## config.mk

```make
export PLATFORM = sky130hd
export DESIGN_NAME = pipeline_perf_monitor
export DESIGN_NICKNAME = d
export VERILOG_FILES = /design/src/rtl/pipeline_perf_monitor.sv
export SDC_FILE = /design/constraint.sdc
export NUM_CORES = 1
export LEC_CHECK = 0
export BUFFER_PORTS_ARGS = -buffer_cell sky130_fd_sc_hd__buf_2
export CAP_MARGIN = 10
export CORE_ASPECT_RATIO = 1.5
export CORE_MARGIN = 1
export CORE_UTILIZATION = 31
export DETAILED_ROUTE_END_ITERATION = 7
export SLEW_MARGIN = 20
export SYNTH_ARGS = -nofsm -noshare
export SYNTH_HDL_FRONTEND = slang
export SYNTH_SLANG_ARGS = --single-unit
```

## constraint.sdc

```tcl
create_clock -name clk -period 5.6 [get_ports clk]
set_input_delay 0 -clock clk [delete_from_list [all_inputs] [get_ports clk]]
set_output_delay 0 -clock clk [all_outputs]
set_load 0.01 [all_outputs]
```

## src/rtl/pipeline_perf_monitor.sv

```systemverilog
// rtl/pipeline_perf_monitor.sv - run-control FSM with saturating cycle/instret/event counters
// Optional cycle-limit watchdog is built in when PERF_WATCHDOG_EN is defined.
module pipeline_perf_monitor #(
  parameter int               CNT_W        = 32,
  parameter int               NUM_EVT      = 4,
  parameter int               DRAIN_CYCLES = 4,
  parameter logic [31:0]      HALT_INSTR   = 32'h0000_0000,
  parameter int               WDOG_LIMIT   = 10000
) (
  input  logic                     clk,
  input  logic                     reset,
  input  logic                     clear,
  input  logic                     start,
  input  logic                     if_valid,
  input  logic [31:0]              if_instr,
  input  logic                     retire_valid,
  input  logic [NUM_EVT-1:0]       evt_in,
  output logic                     running,
  output logic                     end_program,
  output logic                     timeout,
  output logic [CNT_W-1:0]         cycle_count,
  output logic [CNT_W-1:0]         instret_count,
  output logic [NUM_EVT*CNT_W-1:0] evt_count,
  output logic [NUM_EVT+1:0]       overflow
);

  typedef enum logic [1:0] {IDLE, RUN, DRAIN, DONE} state_t;

  localparam int                DW         = (DRAIN_CYCLES > 1) ? $clog2(DRAIN_CYCLES) : 1;
  localparam logic [DW-1:0]     DRAIN_INIT = DW'(DRAIN_CYCLES - 1);
  localparam logic [63:0]       WDOG_LAST  = 64'(WDOG_LIMIT - 1);
  localparam logic [CNT_W-1:0]  CNT_ONE    = CNT_W'(1);
  localparam int                NCNT       = NUM_EVT + 2;

  state_t            state, state_n;
  logic [DW-1:0]     drain_cnt;
  logic [CNT_W-1:0]  cnt [NCNT];
  logic [NCNT-1:0]   inc;
  logic              counting, halt, wdog_en, wdog_hit, timeout_r;

`ifdef PERF_WATCHDOG_EN
  assign wdog_en = 1'b1;
`else
  assign wdog_en = 1'b0;
`endif

  assign counting = (state == RUN) || (state == DRAIN);
  assign halt     = if_valid && (if_instr == HALT_INSTR);
  assign wdog_hit = wdog_en && counting && (64'(cnt[0]) == WDOG_LAST);
  // Counter index 0 is cycles (always increments), 1 is instret, 2.. are events.
  assign inc      = {evt_in, retire_valid, 1'b1};

  always_ff @(posedge clk or negedge reset) begin
    if (!reset) state <= IDLE;
    else        state <= state_n;
  end

  always_comb begin
    state_n = state;
    if (clear) begin
      state_n = IDLE;
    end else begin
      case (state)
        IDLE:    if (start) state_n = RUN;
        RUN:     if (wdog_hit) state_n = DONE;
                 else if (halt) state_n = DRAIN;
        DRAIN:   if (wdog_hit || drain_cnt == '0) state_n = DONE;
        default: state_n = DONE;
      endcase
    end
  end

  always_comb begin
    running     = counting;
    end_program = (state == DONE);
  end

  always_ff @(posedge clk or negedge reset) begin
    if (!reset) begin
      drain_cnt <= '0;
    end else if (clear) begin
      drain_cnt <= '0;
    end else if (state == RUN && halt && !wdog_hit) begin
      drain_cnt <= DRAIN_INIT;
    end else if (state == DRAIN && drain_cnt != '0) begin
      drain_cnt <= drain_cnt - 1'b1;
    end
  end

  always_ff @(posedge clk or negedge reset) begin
    if (!reset) begin
      for (int i = 0; i < NCNT; i++) cnt[i] <= '0;
      overflow <= '0;
    end else if (clear) begin
      for (int i = 0; i < NCNT; i++) cnt[i] <= '0;
      overflow <= '0;
    end else if (counting) begin
      for (int i = 0; i < NCNT; i++) begin
        if (inc[i]) begin
          if (&cnt[i]) overflow[i] <= 1'b1;
          else         cnt[i]      <= cnt[i] + CNT_ONE;
        end
      end
    end
  end

  always_ff @(posedge clk or negedge reset) begin
    if (!reset)        timeout_r <= 1'b0;
    else if (clear)    timeout_r <= 1'b0;
    else if (wdog_hit) timeout_r <= 1'b1;
  end

  assign timeout       = timeout_r;
  assign cycle_count   = cnt[0];
  assign instret_count = cnt[1];

  for (genvar g = 0; g < NUM_EVT; g++) begin : g_evt
    assign evt_count[g*CNT_W +: CNT_W] = cnt[2+g];
  end

endmodule

```

---- Word-level counts from Yosys, hierarchy flattened ----
Cells that the tools add are included.
word-level totals
  bits in latches ......................... 0
  word-level logic and storage cells ...... 107
  ROM bits ................................ 0
  flip-flop bits (word level) ............. 202
  bits in writable memories ............... 0
  memories kept ........................... 0
  input bits .............................. 42
  output and inout port bits .............. 201
operators by class
  mux-type cells .......................... 34
  multiply operators ...................... 0
  div/mod/pow operators ................... 0
  add/subtract/negate cells ............... 7
  reduce and logical (&&, ||, !) cells .... 40
  bitwise operators ....................... 0
  shift operators ......................... 0
  equality and inequality tests ........... 12
  order comparisons ....................... 0
operators with widths
  operator                                                count
  two-way mux 192 bit                                     2
  two-way mux 32 bit                                      11
  adder 32 x 1 -> 32 bit (second input constant)          6
  AND reduction 32 bit                                    6
  AND reduction 3 bit                                     11
  logical NOT 32 bit                                      1
  nonzero test 2 bit                                      13
  two-way mux 2 bit                                       7
  two-way mux 6 bit                                       2
  inequality test 2 bit (second input constant)           6
  two-way mux 1 bit                                       11
  inequality test 3 bit (second input constant)           2
  one-hot mux 2 bit (3 select lines)                      1
  equality test 2 bit (second input constant)             2
  logical NOT 2 bit                                       2
  AND reduction 2 bit                                     2
  logical AND 1 bit                                       3
  inequality test 3 x 2 -> 1 bit (second input constant)  1
  nonzero test 3 bit                                      1
  equality test 2 x 1 -> 1 bit (second input constant)    1
  subtractor 2 x 1 -> 2 bit (second input constant)       1
  logical OR 1 bit                                        1

---- Depth between registers and ports, before layout ----
  word-level depth ........................ 5
  gate-level depth with buffers ........... 10
  gate-level depth less buffers ........... 7

---- Worst setup path before layout ----
No wires, ideal clock.
  kind .................................... register to register
  start ................................... reg state[0]
  end ..................................... reg cnt (netlist bit evt_count[61])
  path buffers ............................ 2
  stages on the path, launching flop included .. 10
  period minus slack after synthesis ...... 2.599 ns
  library setup time ...................... 0.078 ns
  arrival time ............................ 2.521 ns
  required time ........................... 5.522 ns
  slack ................................... 3.001 ns
  cells stage by stage .................... dfrtp_1 -> inv_1 -> ha_1 -> buf_4 -> nand2_1 -> or4_1 -> a31o_2 -> clkbuf_1 -> or4_1 -> a21oi_1
between the ends
  longest elaborated chain between the ends .. 4
  elaborated cells on any way between the ends .. 5
  classes of those cells .................. eq/ne (2); reduce/logical (3)
RTL lines
  element                                                              line  RTL
  from (decl)                                                          35    state_t state, state_n;
  from (signal assigned)                                               55    else state <= state_n;
  equality test 2 x 1 -> 1 bit or equality test 2 bit (tied branches)  47    assign counting = (state == RUN) || (state == DRAIN);
  logical OR 1 bit (*)                                                 47
  net running                                                          18    output logic running,
  nonzero test 2 bit (no line) (*)                                     --
  AND reduction 3 bit (no line) (*)                                    --
  to (signal, indexed assignment)                                      101   else cnt[i] <= cnt[i] + CNT_ONE;
  to (decl)                                                            37    logic [CNT_W-1:0] cnt [NCNT];
Mark *: on every way through the listed nets, which the timed path passes. The rest lies on a longest branch.
A chain may end at the register's enable or synchronous reset.

---- Worst setup path in the final report ----
  start ................................... reg state[0]
  end ..................................... reg cnt (netlist bit evt_count[85])
between the ends
  longest elaborated chain between the ends .. 4
  elaborated cells on any way between the ends .. 5
  classes of those cells .................. eq/ne (2); reduce/logical (3)
RTL lines
  element                                                              line
  equality test 2 x 1 -> 1 bit or equality test 2 bit (tied branches)  47
  logical OR 1 bit (*)                                                 47
  nonzero test 2 bit (no line) (*)                                     --
  AND reduction 3 bit (no line) (*)                                    --
Mark *: on every way between the ends. The rest lies on a longest branch, timed or not.

==> flow_summary.toml <==
[clock_tree]
numCtsBuffers = 24
cts_tree = "done"
clkLatencyLatePin_ns = 0.51
cts.reportedPaths.clkPinSlew_ns = 0.06
cts_root_buffer = "clkbuf_16"
post_cts_resized = 0
ctsHtreeMaxLevel = 1
max-clock-path-buffers = 3
numClockSinks = 202

[global_routing]
first_global_vias = 10100
grt_pass1_wl_um = 51300
globalRouteOverflowTotal = 0
grtUsageTotal = 0.173
maximum_number_of_pins_on_one_net_before_global_route_repair = 136
antenna_violations_before_repair = 0

[sta]
setup_clock_skew_after_layout_ns = 0.00658
worst-slew-pin-transition_ns = 1.06
setup_viol = 0
final_cycle_utilization_of_the_critical_path = 0.618
rsz0062_at_grt = "no"
timing.slew.headroom = 0.286
setup_tns_ns = 0
slew_violations = 0
finalWorstPathRequiredPeriod_ns = 3.46
finalHoldViolCount = 0
maxClockFrequency_mhz = 289
final_critical_path_setup_slack_ns = 2.14

[critical_path]
setup.worst_path.class = "reg2reg"
critPathRequiredTime_ns = 6.03
critPathMaxStageDelay_ns = 0.72
worst_path_max_delay_cell = "ha_1"
critical_path.startpoint_type = "register"
end_kind = "register"
timing.critical_path.cells = "inv_1 -> ha_1 -> nand2_1 -> nor4_1 -> o311ai_0 -> or3_1 -> a21oi_1"
worst-path-max-fanout = 16
worstSetupPathDepth = 7
critPathBufInv = 1
worst_r2r_path_depth = 7
cpLargestDelayFamily = "simple AND/OR/NAND/NOR gates"
worst_endpoint_data_arrival_time_ns = 3.89

[logic_synthesis]
yosys-mux-area-fraction = 0.0147
synth_sequential_area_ratio = 0.456
ys_seq_elements = 202
synthAdderAreaFrac = 0.0124
synth_ff_type = "dfrtp_1"
synthSimpleGateAreaFrac = 0.275
synth_largest_area_cell = "dfrtp_1"
post_synthesis_area_per_instance_um2 = 9.09
netlist_top_cells_area = "dfrtp_1 46%, a21oi_1 5.6%, or3_1 4.7%, o21ai_0 3.7%, xnor2_1 3.5%"
synth.net_count = 1273
largest_family_of_logic_cells_by_synthesized_area = "simple AND/OR/NAND/NOR gates"
synth-edff-count = 0
async_reset_ff_frac = 1.00
syn-instance-count = 1220
synth_top_area_frac = 0.456
synth.cell_area_um2 = 11100
synth_xor_area_frac = 0.0466
yosysWarnings = 0
synth-compound-area-share = 0.165
post_synthesis_cell_type_count = 60

[placement]
preCtsSetupSlack_ns = 2.14
io_buffers = 241
detailed_place_hpwl_um = 22700
finalWeightedCongestion = 0.816
placedInstanceArea_um2 = 12700

[routing]
ratio_of_routed_vias_to_standard_cells = 5.44
drt_first_iter_violations = 457
detailedRoute.firstPassIterationCount = 4
detailroute.via_count = 10600
postRouteAntennaNets = 0
post_drt_wl_per_cell_um = 16.8
post-route-drc-count = 0
routed_wl_um = 32700

[final_layout]
num_antenna_cells = 0
drive_above_1_share = 0.222
fin_area_um2 = 13700
flow.area_growth_from_synthesis_pct = 23.2
filler_cell_count = 3670
fin_nets = 1503

[floorplanning]
num_io_pins = 243
design.die.area_um2 = 36600
core_area_um2 = 35100
die_width_um = 156
dieHeight_um = 234
initial_utilization = 0.316
num_rows = 84

[pwr]
powerDensity_nw_per_um2 = 248
totalPowerFinal_uw = 3390
power_leakage_uw = 0.00578
vdd_ir_drop_max_uv = 176

[hold_path]
holdCritPathClass = "in2async"

[run]
cap_violations = 0

[status]
status = "finished clean"
-- registers in the layout (all words and copies together) (netlist names) --
| name | cells |
|---|---|
| evt_count | 128 |
| instret_count | 32 |
| overflow | 6 |
| state | 2 |
| drain_cnt | 2 |
| cycle_count | 32 |
-- metal layers --
| layer | track usage | routed length [um] | part of all wire | vias up |
|---|---|---|---|---|
| met1 | 0.196 | 13200 | 0.40 | 5138 |
| met3 | 0.0323 | 1710 | 0.052 | 72 |
| li1 | - | - | - | 5063 |
| met4 | 0.0858 | 1460 | 0.045 | 0 |
| met2 | 0.308 | 16300 | 0.50 | 277 |
| met5 | 0 | 0 | 0 | - |
-- cells in the mapped netlist, types with 3 or more instances --
library cell and count:
inv_1 28, a311oi_1 5, nand2b_1 3, xnor2_1 44
nor3_1 14, mux2i_1 5, nor4_2 5, ha_1 11
a21oi_1 125, and3_1 21, nor4_1 26, dfrtp_1 202
mux2_2 10, a31o_2 8, and4_1 23, nor2b_1 14
or3_1 84, o2111ai_1 4, a2111o_1 3, or4_1 35
o41ai_1 4, and2_1 10, xor2_1 15, o21ai_0 81
o311ai_0 6, buf_2 5, nand3_2 3, nand4_1 57
clkbuf_1 45, o31ai_1 32, or2_2 6, nor4b_1 3
nand2_1 77, nor2_1 97, a31oi_1 12, nand3_1 61
a211oi_1 8
-- area by class of cell --
| type | count | area (um^2) | area share |
|---|---|---|---|
| sequential | 202 | 5050 | 0.370 |
| inverter | 28 | 105 | 0.00769 |
| clock buffer | 36 | 727 | 0.0532 |
| multi-input combinational | 936 | 5720 | 0.419 |
| clock inverter | 6 | 82.6 | 0.00604 |
| tap | 473 | 592 | 0.0433 |
| timing repair buffer | 258 | 1390 | 0.101 |
-- worst paths after layout --
check / slack [ns] / end / start
setup / recovery: 2.14 / evt_count[85]$_DFFE_PN0P_ / state[0]$_DFFE_PN0P_
hold / removal: 0.04 / overflow[4]$_DFFE_PN0P_ / reset
setup reg to reg: 2.14 / evt_count[85]$_DFFE_PN0P_ / state[0]$_DFFE_PN0P_
hold reg to reg: 0.49 / overflow[0]$_DFFE_PN0P_ / overflow[0]$_DFFE_PN0P_
max in group asynchronous: 4.34 / evt_count[51]$_DFFE_PN0P_ / reset
min in group clk: 0.04 / state[0]$_DFFE_PN0P_ / if_instr[18]
-- worst reg2reg max path, cell delays in order, from the launching register on --
cell	delay (ns)
dfrtp_1	0.40
inv_1	0.09
ha_1	0.72
nand2_1	0.45
nor4_1	0.70
o311ai_0	0.43
or3_1	0.43
a21oi_1	0.15
-- placed cells by master, fill, tap and decap left out, types with 6 or more instances in the layout --
cell type | Yosys | layout
nor2b_1 | 14 | 14
or3_1 | 84 | 84
xnor2_1 | 44 | 44
and2_1 | 10 | 10
a21oi_1 | 125 | 125
ha_1 | 11 | 11
and3_1 | 21 | 21
buf_2 | 5 | 239
nand3_1 | 61 | 61
nand4_1 | 57 | 57
a211oi_1 | 8 | 8
a31oi_1 | 12 | 12
o21ai_0 | 81 | 81
nor4_1 | 26 | 26
xor2_1 | 15 | 15
buf_4 | 2 | 6
o31ai_1 | 32 | 31
clkbuf_8 | 0 | 7
clkbuf_16 | 0 | 25
a31o_2 | 8 | 8
inv_1 | 28 | 28
dfrtp_1 | 202 | 202
nor3_1 | 14 | 14
or2_2 | 6 | 6
or4_1 | 35 | 35
and4_1 | 23 | 23
nand2_1 | 77 | 77
mux2_2 | 10 | 10
nor2_1 | 97 | 97
dlygate4sd3_1 | 0 | 10
-- where the power goes --
part           switching, uW  internal, uW  total, uW  leakage, uW
sequential              28.6          1480       1510      0.00282
combinational            183          83.8        267      0.00257
clock                    627           984       1610     0.000397
total                    839          2550       3390      0.00578
-- cell families after synthesis --
| group | after synthesis |
|---|---|
| simple gates | 545 |
| compound gates | 305 |
| flops | 202 |
| buf+inv | 82 |
| xor+xnor | 59 |
| mux | 15 |
| fa+ha+maj | 11 |
| other cells | 1 |
-- what timing repair did --
| item | CTS | global route |
|---|---|---|
| endpoints found under the setup margin | 0 | 0 |
| hold buffers | 10 | 0 |
| setup buffers | 0 | 0 |
| hold endpoints to repair | 93 | 0 |
-- per-stage QoR --
step	hold slack [ns]	utilization	instances
after global routing	0.0438	0.389	1939
after CTS	0.00586	0.389	1939
after global placement	0.0519	0.363	1887
final	0.0392	0.389	1939
after detailed placement	0.0489	0.363	1887
after floorplan	-0.296	-	1220
Note: power is estimated with default switching activity, not from simulation.
